$ cat src/rtl/timeout_arbiter_if.sv
// Bundle of timeout_arbiter signals. The requester side drives req/hold and
// observes grant/expiry status; the arbiter side is the counter owner.
interface timeout_arbiter_if #(
  parameter int NREQ = 4,
  parameter int CW   = 7,
  parameter int OW   = (NREQ > 1) ? $clog2(NREQ) : 1
);
  logic [NREQ-1:0] req;
  logic            hold;
  logic [NREQ-1:0] grant;
  logic [NREQ-1:0] time_out;
  logic            busy;
  logic [OW-1:0]   owner;
  logic [CW-1:0]   count;

  modport master (
    output req, hold,
    input  grant, time_out, busy, owner, count
  );

  modport slave (
    input  req, hold,
    output grant, time_out, busy, owner, count
  );
endinterface

$ cat src/rtl/timeout_arbiter.sv
// Shared timeout counter with round-robin ownership. One requester at a time
// owns the counter; it expires after TERM+1 counting cycles and pulses
// time_out to the owner. Dropping the owner's req cancels without a pulse.
// All outputs come straight from registers. CW must satisfy 2^CW-1 >= TERM.
module timeout_arbiter #(
  parameter int NREQ = 4,
  parameter int TERM = 100,
  parameter int CW   = 7
) (
  input  logic          clk,
  input  logic          reset,
  timeout_arbiter_if.slave bus
);
  localparam int OW = (NREQ > 1) ? $clog2(NREQ) : 1;

  localparam logic [1:0] IDLE = 2'b00;
  localparam logic [1:0] RUN  = 2'b01;
  localparam logic [1:0] DONE = 2'b10;

  localparam logic [OW-1:0] OWNER_RST = OW'(NREQ - 1);
  localparam logic [CW-1:0] TERM_C    = CW'(TERM);

  logic [1:0]      state_r, state_s;
  logic [NREQ-1:0] grant_r, grant_s;
  logic [NREQ-1:0] time_out_r, time_out_s;
  logic [CW-1:0]   count_r, count_s;
  logic [OW-1:0]   owner_r, owner_s;
  logic            busy_r, busy_s;

  logic [OW-1:0]   win_idx_s;
  logic            win_found_s;
  logic [OW:0]     cand_s;

  // Round-robin search: start just after the last owner, first high req wins.
  always_comb begin
    win_found_s = 1'b0;
    win_idx_s   = owner_r;
    cand_s      = {1'b0, owner_r};
    for (int i = 1; i <= NREQ; i++) begin
      cand_s = {1'b0, owner_r} + (OW+1)'(i);
      cand_s = (cand_s >= (OW+1)'(NREQ)) ? (cand_s - (OW+1)'(NREQ)) : cand_s;
      if (!win_found_s && bus.req[cand_s[OW-1:0]]) begin
        win_found_s = 1'b1;
        win_idx_s   = cand_s[OW-1:0];
      end else begin
        win_found_s = win_found_s;
      end
    end
  end

  // Next-state and next-output computation for the IDLE/RUN/DONE machine.
  always_comb begin
    state_s    = state_r;
    grant_s    = grant_r;
    time_out_s = {NREQ{1'b0}};
    count_s    = count_r;
    owner_s    = owner_r;
    case (state_r)
      IDLE: begin
        grant_s = {NREQ{1'b0}};
        count_s = {CW{1'b0}};
        if (win_found_s) begin
          state_s = RUN;
          grant_s = NREQ'(1'b1) << win_idx_s;
          owner_s = win_idx_s;
        end else begin
          state_s = IDLE;
        end
      end
      RUN: begin
        if (!bus.req[owner_r]) begin
          // Cancel beats both hold and expiry: no pulse is ever issued.
          state_s = IDLE;
          grant_s = {NREQ{1'b0}};
          count_s = {CW{1'b0}};
        end else if (bus.hold) begin
          state_s = RUN;
        end else if (count_r >= TERM_C) begin
          // Greater-than also expires so a corrupted count cannot run away.
          state_s    = DONE;
          time_out_s = grant_r;
          grant_s    = {NREQ{1'b0}};
          count_s    = {CW{1'b0}};
        end else begin
          count_s = count_r + CW'(1);
        end
      end
      DONE: begin
        state_s = IDLE;
        grant_s = {NREQ{1'b0}};
        count_s = {CW{1'b0}};
      end
      default: begin
        state_s = IDLE;
        grant_s = {NREQ{1'b0}};
        count_s = {CW{1'b0}};
        owner_s = OWNER_RST;
      end
    endcase
    busy_s = (state_s != IDLE);
  end

  // State and output registers with synchronous active-low reset.
  always_ff @(posedge clk) begin
    if (!reset) begin
      state_r    <= IDLE;
      grant_r    <= {NREQ{1'b0}};
      time_out_r <= {NREQ{1'b0}};
      count_r    <= {CW{1'b0}};
      owner_r    <= OWNER_RST;
      busy_r     <= 1'b0;
    end else begin
      state_r    <= state_s;
      grant_r    <= grant_s;
      time_out_r <= time_out_s;
      count_r    <= count_s;
      owner_r    <= owner_s;
      busy_r     <= busy_s;
    end
  end

  assign bus.grant    = grant_r;
  assign bus.time_out = time_out_r;
  assign bus.count    = count_r;
  assign bus.owner    = owner_r;
  assign bus.busy     = busy_r;

endmodule

$ cat src/flat_wrapper.sv
// flat-port wrapper written by rule: the top's interface ports become plain ports
module timeout_arbiter_flat 
#(
  parameter int NREQ = 4,
  parameter int TERM = 100,
  parameter int CW   = 7
)
  (clk, reset, bus_req, bus_hold, bus_grant, bus_time_out, bus_busy, bus_owner, bus_count);
  timeout_arbiter_if #(.NREQ(NREQ), .CW(CW)) bus_i ();
  input  logic clk;
  input  logic reset;
  input wire logic [$bits(bus_i.req)-1:0] bus_req;
  input wire logic [$bits(bus_i.hold)-1:0] bus_hold;
  output wire logic [$bits(bus_i.grant)-1:0] bus_grant;
  output wire logic [$bits(bus_i.time_out)-1:0] bus_time_out;
  output wire logic [$bits(bus_i.busy)-1:0] bus_busy;
  output wire logic [$bits(bus_i.owner)-1:0] bus_owner;
  output wire logic [$bits(bus_i.count)-1:0] bus_count;
  assign bus_i.req = bus_req;
  assign bus_i.hold = bus_hold;
  assign bus_grant = bus_i.grant;
  assign bus_time_out = bus_i.time_out;
  assign bus_busy = bus_i.busy;
  assign bus_owner = bus_i.owner;
  assign bus_count = bus_i.count;
  timeout_arbiter #(.NREQ(NREQ), .TERM(TERM), .CW(CW)) u_core (.clk(clk), .reset(reset), .bus(bus_i));
endmodule
$ cat config.mk
export PLATFORM = sky130hd
export DESIGN_NAME = timeout_arbiter_flat
export DESIGN_NICKNAME = d
export VERILOG_FILES = /design/src/rtl/timeout_arbiter_if.sv /design/src/rtl/timeout_arbiter.sv /design/src/flat_wrapper.sv
export SDC_FILE = /design/constraint.sdc
export NUM_CORES = 1
export LEC_CHECK = 0
export CORE_MARGIN = 2
export CORE_UTILIZATION = 47
export DETAILED_ROUTE_END_ITERATION = 8
export GPL_TIMING_DRIVEN = 0
export PLACE_DENSITY = 0.8
export SYNTH_ARGS = -nofsm -noshare
export SYNTH_HDL_FRONTEND = slang
export SYNTH_SLANG_ARGS = --single-unit
$ cat constraint.sdc
create_clock -name clk -period 1.6 [get_ports clk]
set_input_delay 0.24 -clock clk [delete_from_list [all_inputs] [get_ports clk]]
set_output_delay 0.24 -clock clk [all_outputs]
set_load 0.01 [all_outputs]
# ---- After elaboration in Yosys (flattened, before gate mapping)
# Index checks and enable logic that the tools add are counted.
dict set report word_totals {
  regBits 20
  input_bits 7
  out_inout_bits 18
  word_cells 84
}
dict set report classes {
  add_sub_neg 9
  order_cmp 10
  n_eq_ne 5
  shift 1
  mux 35
  bitwise_logic 5
  reduce_logical 13
}
# operator n
set op_table {}
lappend op_table {{two-way mux 2 bit} 12}
lappend op_table {{two-way mux 4 bit} 4}
lappend op_table {{less-than comparator 2 x 3 -> 1 bit (second input constant)} 5}
lappend op_table {{>= comparator 3 bit (second input constant)} 4}
lappend op_table {{binary-select mux 1 bit (select 2 bit)} 5}
lappend op_table {{two-way mux 1 bit} 10}
lappend op_table {{case mux 2 bit (2 select lines)} 2}
lappend op_table {{case mux 4 bit (2 select lines)} 1}
lappend op_table {{subtractor 2 x 1 -> 2 bit (second input constant)} 4}
lappend op_table {{adder 7 x 1 -> 7 bit (second input constant)} 1}
lappend op_table {{>= comparator 7 bit (second input constant)} 1}
lappend op_table {{two-way mux 7 bit} 1}
lappend op_table {{adder 2 x 2 -> 3 bit (second input constant)} 2}
lappend op_table {{inequality test 3 bit (second input constant)} 2}
lappend op_table {{NOT 1 bit} 5}
lappend op_table {{OR reduction 5 bit} 1}
lappend op_table {{AND reduction 2 bit} 2}
lappend op_table {{<< shifter 1 x 2 -> 4 bit (first input constant)} 1}
lappend op_table {{adder 2 x 1 -> 3 bit (second input constant)} 1}
lappend op_table {{adder 2 x 3 -> 3 bit (second input constant)} 1}
lappend op_table {{logical AND 1 bit} 3}
lappend op_table {{logical NOT 1 bit} 3}
lappend op_table {{AND reduction 3 bit} 1}
lappend op_table {{== test 2 x 1 -> 1 bit (second input constant)} 1}
lappend op_table {{other kinds (5)} 5}

# ---- Logic depth before layout (Yosys ltp)
dict set report logic_depth {
  ltp_word 18
  mapped_depth 6
  depth_no_buf 6
}

# ---- Worst setup path after synthesis
# No wires, ideal clock.
dict set report synth_path {
  path_kind {flip-flop to flip-flop}
  from {register u_core.count_r[3], in the netlist u_core.bus.count[3]}
  to {register u_core.time_out_r[0], in the netlist u_core.bus.time_out[0]}
  setup_ps 64
  arrival_ps 1470
  path_slack_ps 65
  path_stages_with_launch 6
  path_buffers 1
  period_less_slack_ps 1535
  path_cell_list {dfxtp_1 -> nor3_1 -> or3_1 -> clkbuf_2 -> or3b_4 -> nor2_1}
}
dict set report synth_via {
  elab_chain_cells 3
}
# element line
set synth_lines {}
lappend synth_lines {{start: declaration} timeout_arbiter.sv:26} ;# logic [CW-1:0] count_r, count_s;
lappend synth_lines {{start signal: assignment} timeout_arbiter.sv:109} ;# count_r <= {CW{1'b0}};
lappend synth_lines {{start signal: assignment} timeout_arbiter.sv:116} ;# count_r <= count_s;
lappend synth_lines {{>= comparator 7 bit} timeout_arbiter.sv:78} ;# end else if (count_r >= TERM_C) begin
lappend synth_lines {{NOT 1 bit (no source line)} n/a}
lappend synth_lines {{OR reduction 5 bit (no source line)} n/a}
lappend synth_lines {{end signal: assignment} timeout_arbiter.sv:108} ;# time_out_r <= {NREQ{1'b0}};
lappend synth_lines {{end signal: assignment} timeout_arbiter.sv:115} ;# time_out_r <= time_out_s;
lappend synth_lines {{end: declaration} timeout_arbiter.sv:25} ;# logic [NREQ-1:0] time_out_r, time_out_s;
# No other way between the ends.
# A chain may end at the register's enable or synchronous reset.

# ---- Worst setup path after layout
dict set report layout_path {
  from {register u_core.owner_r[1], in the netlist u_core.bus.owner[1]}
  to {register u_core.grant_r[3], in the netlist u_core.bus.grant[3]}
}
dict set report layout_via {
  elab_chain_cells 18
  elab_cells_between_ends 47
  cone_classes {add/sub: 8; order compare: 4; eq/ne: 2; shift: 1; mux: 25; reduce/logical: 7}
}
# element line
set layout_lines {}
lappend layout_lines {{start: declaration} timeout_arbiter.sv:27} ;# logic [OW-1:0] owner_r, owner_s;
lappend layout_lines {{start signal: assignment} timeout_arbiter.sv:117} ;# owner_r <= owner_s;
lappend layout_lines {{adder 2 x 1 -> 3 bit} timeout_arbiter.sv:40} ;# cand_s = {1'b0, owner_r} + (OW+1)'(i);
lappend layout_lines {{>= comparator 3 bit or subtractor 2 x 1 -> 2 bit (tied branches)} timeout_arbiter.sv:41} ;# cand_s = (cand_s >= (OW+1)'(NREQ)) ? (cand_s - (OW+1)'(NREQ)) : cand_s;
lappend layout_lines {{two-way mux 2 bit} timeout_arbiter.sv:41}
lappend layout_lines {{binary-select mux 1 bit (select 2 bit)} timeout_arbiter.sv:42} ;# if (!win_found_s && bus.req[cand_s[OW-1:0]]) begin
lappend layout_lines {{two-way mux 1 bit (not written as such)} timeout_arbiter.sv:42}
lappend layout_lines {{two-way mux 1 bit} timeout_arbiter.sv:42}
lappend layout_lines {{logical NOT 1 bit} timeout_arbiter.sv:42}
lappend layout_lines {{logical AND 1 bit} timeout_arbiter.sv:42}
lappend layout_lines {{(+2 left out)} n/a}
lappend layout_lines {{logical AND 1 bit} timeout_arbiter.sv:42}
lappend layout_lines {{two-way mux 1 bit} timeout_arbiter.sv:42}
lappend layout_lines {{logical NOT 1 bit} timeout_arbiter.sv:42}
lappend layout_lines {{logical AND 1 bit} timeout_arbiter.sv:42}
lappend layout_lines {{two-way mux 2 bit} timeout_arbiter.sv:42}
lappend layout_lines {{<< shifter 1 x 2 -> 4 bit} timeout_arbiter.sv:64} ;# grant_s = NREQ'(1'b1) << win_idx_s;
lappend layout_lines {{two-way mux 4 bit} timeout_arbiter.sv:62} ;# if (win_found_s) begin
lappend layout_lines {{case mux 4 bit (2 select lines)} timeout_arbiter.sv:58} ;# case (state_r)
lappend layout_lines {{end signal: assignment} timeout_arbiter.sv:107} ;# grant_r <= {NREQ{1'b0}};
lappend layout_lines {{end signal: assignment} timeout_arbiter.sv:114} ;# grant_r <= grant_s;
lappend layout_lines {{end: declaration} timeout_arbiter.sv:24} ;# logic [NREQ-1:0] grant_r, grant_s;
# Several ways; a longest one is shown, not always the timed one. The select of a mux whose other input is x is not followed.

==> reports/qor.yml <==
sta:
  min_period_ns: 1.542
  fin_crit_sh_pct: 96.40
  finalSetupViolCount: 0
  slew_headroom_pct: 74.37
  tightest_slew_ns: 0.3812
  slew_violations: 0
  fmaxAchievable_ghz: 0.6484
  fin_skew_ns: 0.002681
  hold_viol: 0
clock_tree:
  clkSinkCount: 20
  root_buffer: "clkbuf_4"
  tritoncts: "done"
  h-tree-depth: 1
  cts_buffers: 3
  clk_path_buf_depth: 2
  path_clk_slew_ns: 0.10
  insertion_delay_ns: 0.29
logic_synthesis:
  synth_common_cells: "dfxtp_1 (20), nor2_1 (19), inv_1 (9), o21ai_0 (6), nand2_1 (5)"
  synth_compound_area_share_pct: 11.88
  ys_seq_area_share_pct: 40.46
  synth-edff-count: 0
  synth_fp_nets: 130
  yosysWarnings: 0
  synth_top_cell_by_area: "dfxtp_1"
  syn_inst: 119
  synth-simple-area-share_pct: 30.09
  synth_area_um2: 989.7
  synth_top_flop_cell: "dfxtp_1"
  synth_top_family_by_area: "simple AND/OR/NAND/NOR gates"
  yosys-top-cells-area: "dfxtp_1 (40%), nor2_1 (7.2%), ha_1 (5.1%)"
  ys_seq_elements: 20
  yosysMostFrequentCell: "dfxtp_1"
  ys_types: 34
  synth_xor_area_share_pct: 5.310
  async_flop_share_pct: 0
  syn-mean-instance-area_um2: 8.317
  yosys.area_share.adder_pct: 5.057
  yosysTopAreaCellShare_pct: 40.46
  synthMuxAreaShare_pct: 2.023
floorplan:
  core_area_um2: 1982
  std_cell_rows: 16
  dieArea_um2: 2489
  io_pins: 25
  die_h_um: 49.89
  die_w_um: 49.89
  start_util_pct: 49.94
critical_path:
  critPathBufInv: 1
  startpoint: "u_core.bus.owner[1]$_SDFFE_PN1P_"
  critPathMaxStageDelay_ns: 0.36
  timing.rr.end: "u_core.bus.grant[3]$_SDFFE_PN0P_"
  crit_family: "simple AND/OR/NAND/NOR gates"
  reg2reg_slack_ns: 0.06
  slowest_stage: "dfxtp_2"
  arrival_ns: 1.74
  ff2ff_path_depth: 5
  cp-end-kind: "register"
  crit_chain: "buf_8, mux2i_4, nor2_2, or3_1, a32o_1"
  path_class: "register to register"
  reg2reg_from: "u_core.bus.owner[1]$_SDFFE_PN1P_"
  crit_path_start_kind: "register"
  worstPathRequired_ns: 1.79
  crit_fanout: 9
place:
  hpwl_mm: 1.543
  numPortBuffers: 22
  gp_congestion: 0.8230
power:
  total_power_uw: 1105
  p_leak_uw: 0.0005207
  power.density_nw_per_um2: 799.5
  intPower_uw: 776.2
  ir_drop_mv: 0.4270
  p_sw_uw: 329.1
  power_frac_comb_pct: 29.8
  swShare_pct: 29.78
  clkPwrFrac_pct: 20.6
  seq_power_share_pct: 49.6
min_path:
  hold_class: "input pin to register"
  holdCritStartpoint: "reset"
  whs_path_depth: 2
  min_to: "u_core.bus.owner[1]$_SDFFE_PN1P_"
global_routing:
  grt_antenna_before_repair: 0
  grt_pass1_vias: 827
  overflow: 0
  grtUsageTotal_pct: 17.30
  grt_max_degree: 11
  grt_first_pass_wirelength_mm: 3.381
layout:
  antenna_cells: 0
  fin_util_pct: 69.76
  nets: 161
  area_delta_synth_final_pct: 39.70
  layout-drive-gt1-share_pct: 16.89
detailed_routing:
  wl_mm: 2.123
  drtPass1Iterations: 5
  ant_nets: 0
  drc: 0
  routedWlPerCell_um: 12.13
  vias_per_cell: 5.286
  via_count: 925
  drt-initial-drc-count: 8
outcome:
  run_status: "finished clean"
flow_run:
  cap_viol_max_count: 0
-- power groups by stage --
stage	Sequential [µW]	Clock, µW	Combinational [µW]
detailed placement	561	0	264
global route	554	255	358
global placement	559	0	255
finish	549	227	329
CTS	551	233	271
floorplan	570	0	155
-- cells in the final DEF (no fill, tap or decap), types with 2 or more instances in the layout --
cell,Yosys,final
a21oi_1,4,4
a32o_1,2,2
and2_1,3,3
and3_1,2,2
buf_4,0,3
clkbuf_1,2,2
clkbuf_4,0,3
clkdlybuf4s50_1,0,18
dfxtp_1,20,14
dfxtp_2,0,3
dfxtp_4,0,3
dlymetal6s2s_1,0,3
ha_1,4,4
inv_1,9,9
mux2i_4,0,2
nand2_1,5,5
nand2b_1,2,2
nand3_1,4,4
nand4_1,3,3
nor2_1,19,18
nor2b_1,3,3
nor4_1,2,2
o21ai_0,6,6
o31ai_1,3,3
or2_2,2,2
or3_1,3,3
xnor2_1,2,2
xor2_1,4,4
-- timing repair --
| item | 4_1_cts | 5_1_grt |
|---|---|---|
| pin swaps | 0 | 1 |
| setup buffers | 0 | 3 |
| gates cloned | 0 | 1 |
| endpoints found under the setup margin | 9 | 16 |
| hold buffers | 0 | 0 |
| gates resized for setup | 6 | 20 |
-- worst register-to-register path, delay by kind of cell (launching register included) --
kind	cells	cell delay, ns
flip-flops	1	0.36
AND/OR/NAND/NOR	2	0.41
multiplexers	1	0.31
buffers and inverters	1	0.14
AO/OA/AOI/OAI	1	0.23
-- layer usage --
metal	vias up	routed length, µm	share of wire (%)	GRT usage, %
li1	471	-	-	-
met4	0	45	2.1	7.870
met2	22	1039	49	29.78
met3	7	57	2.7	2.121
met5	-	0	0	0
met1	425	980	46	21.35
-- cell type report --
type | count | area (µm²)
multi-input combinational | 87 | 600.6
fill | 145 | 599.3
sequential | 20 | 415.4
timing repair buffer | 25 | 249.0
inverter | 9 | 33.78
tap | 27 | 33.78
buffer | 4 | 27.53
clock buffer | 3 | 22.52
-- registers in the layout, summed over array words and instances (netlist names) --
signal / flops
u_core.bus.count: 7
u_core.bus.grant: 4
u_core.bus.time_out: 4
u_core.bus.owner: 2
u_core.state_r: 2
u_core.bus.busy: 1
-- worst max path at each step --
stage / to / slack, ns / cells past startpoint
floorplan: u_core.bus.time_out[0]$_SDFF_PP0_ / 0.07 / 5
global placement: u_core.bus.busy$_SDFF_PN0_ / -0.34 / 5
detailed placement: u_core.bus.busy$_SDFF_PN0_ / -0.39 / 5
CTS: u_core.bus.busy$_SDFF_PN0_ / 0.006 / 5
global route: u_core.bus.time_out[3]$_SDFF_PP0_ / -0.008 / 6
finish: u_core.bus.grant[3]$_SDFFE_PN0P_ / 0.06 / 5
-- stage by stage --
stage	setup TNS [ns]	hold slack, ns	area (µm²)	std cells	setup slack (ns)
after global placement	-2.813	0.4329	1244	168	-0.3441
after CTS	0	0.2735	1281	171	0.006099
after detailed placement	-3.760	0.4424	1244	168	-0.3917
final	0	0.2810	1383	175	0.05764
after floorplan	0	0.4643	989.7	119	0.06524
after global routing	-0.02212	0.3287	1383	175	-0.008171
-- logic make-up after synthesis --
logic type,after synthesis
xor+xnor,6
mux,2
simple gates,56
flops,20
compound gates,18
fa+ha+maj,4
buf+inv,13
Power figures use the tool's default switching activity.
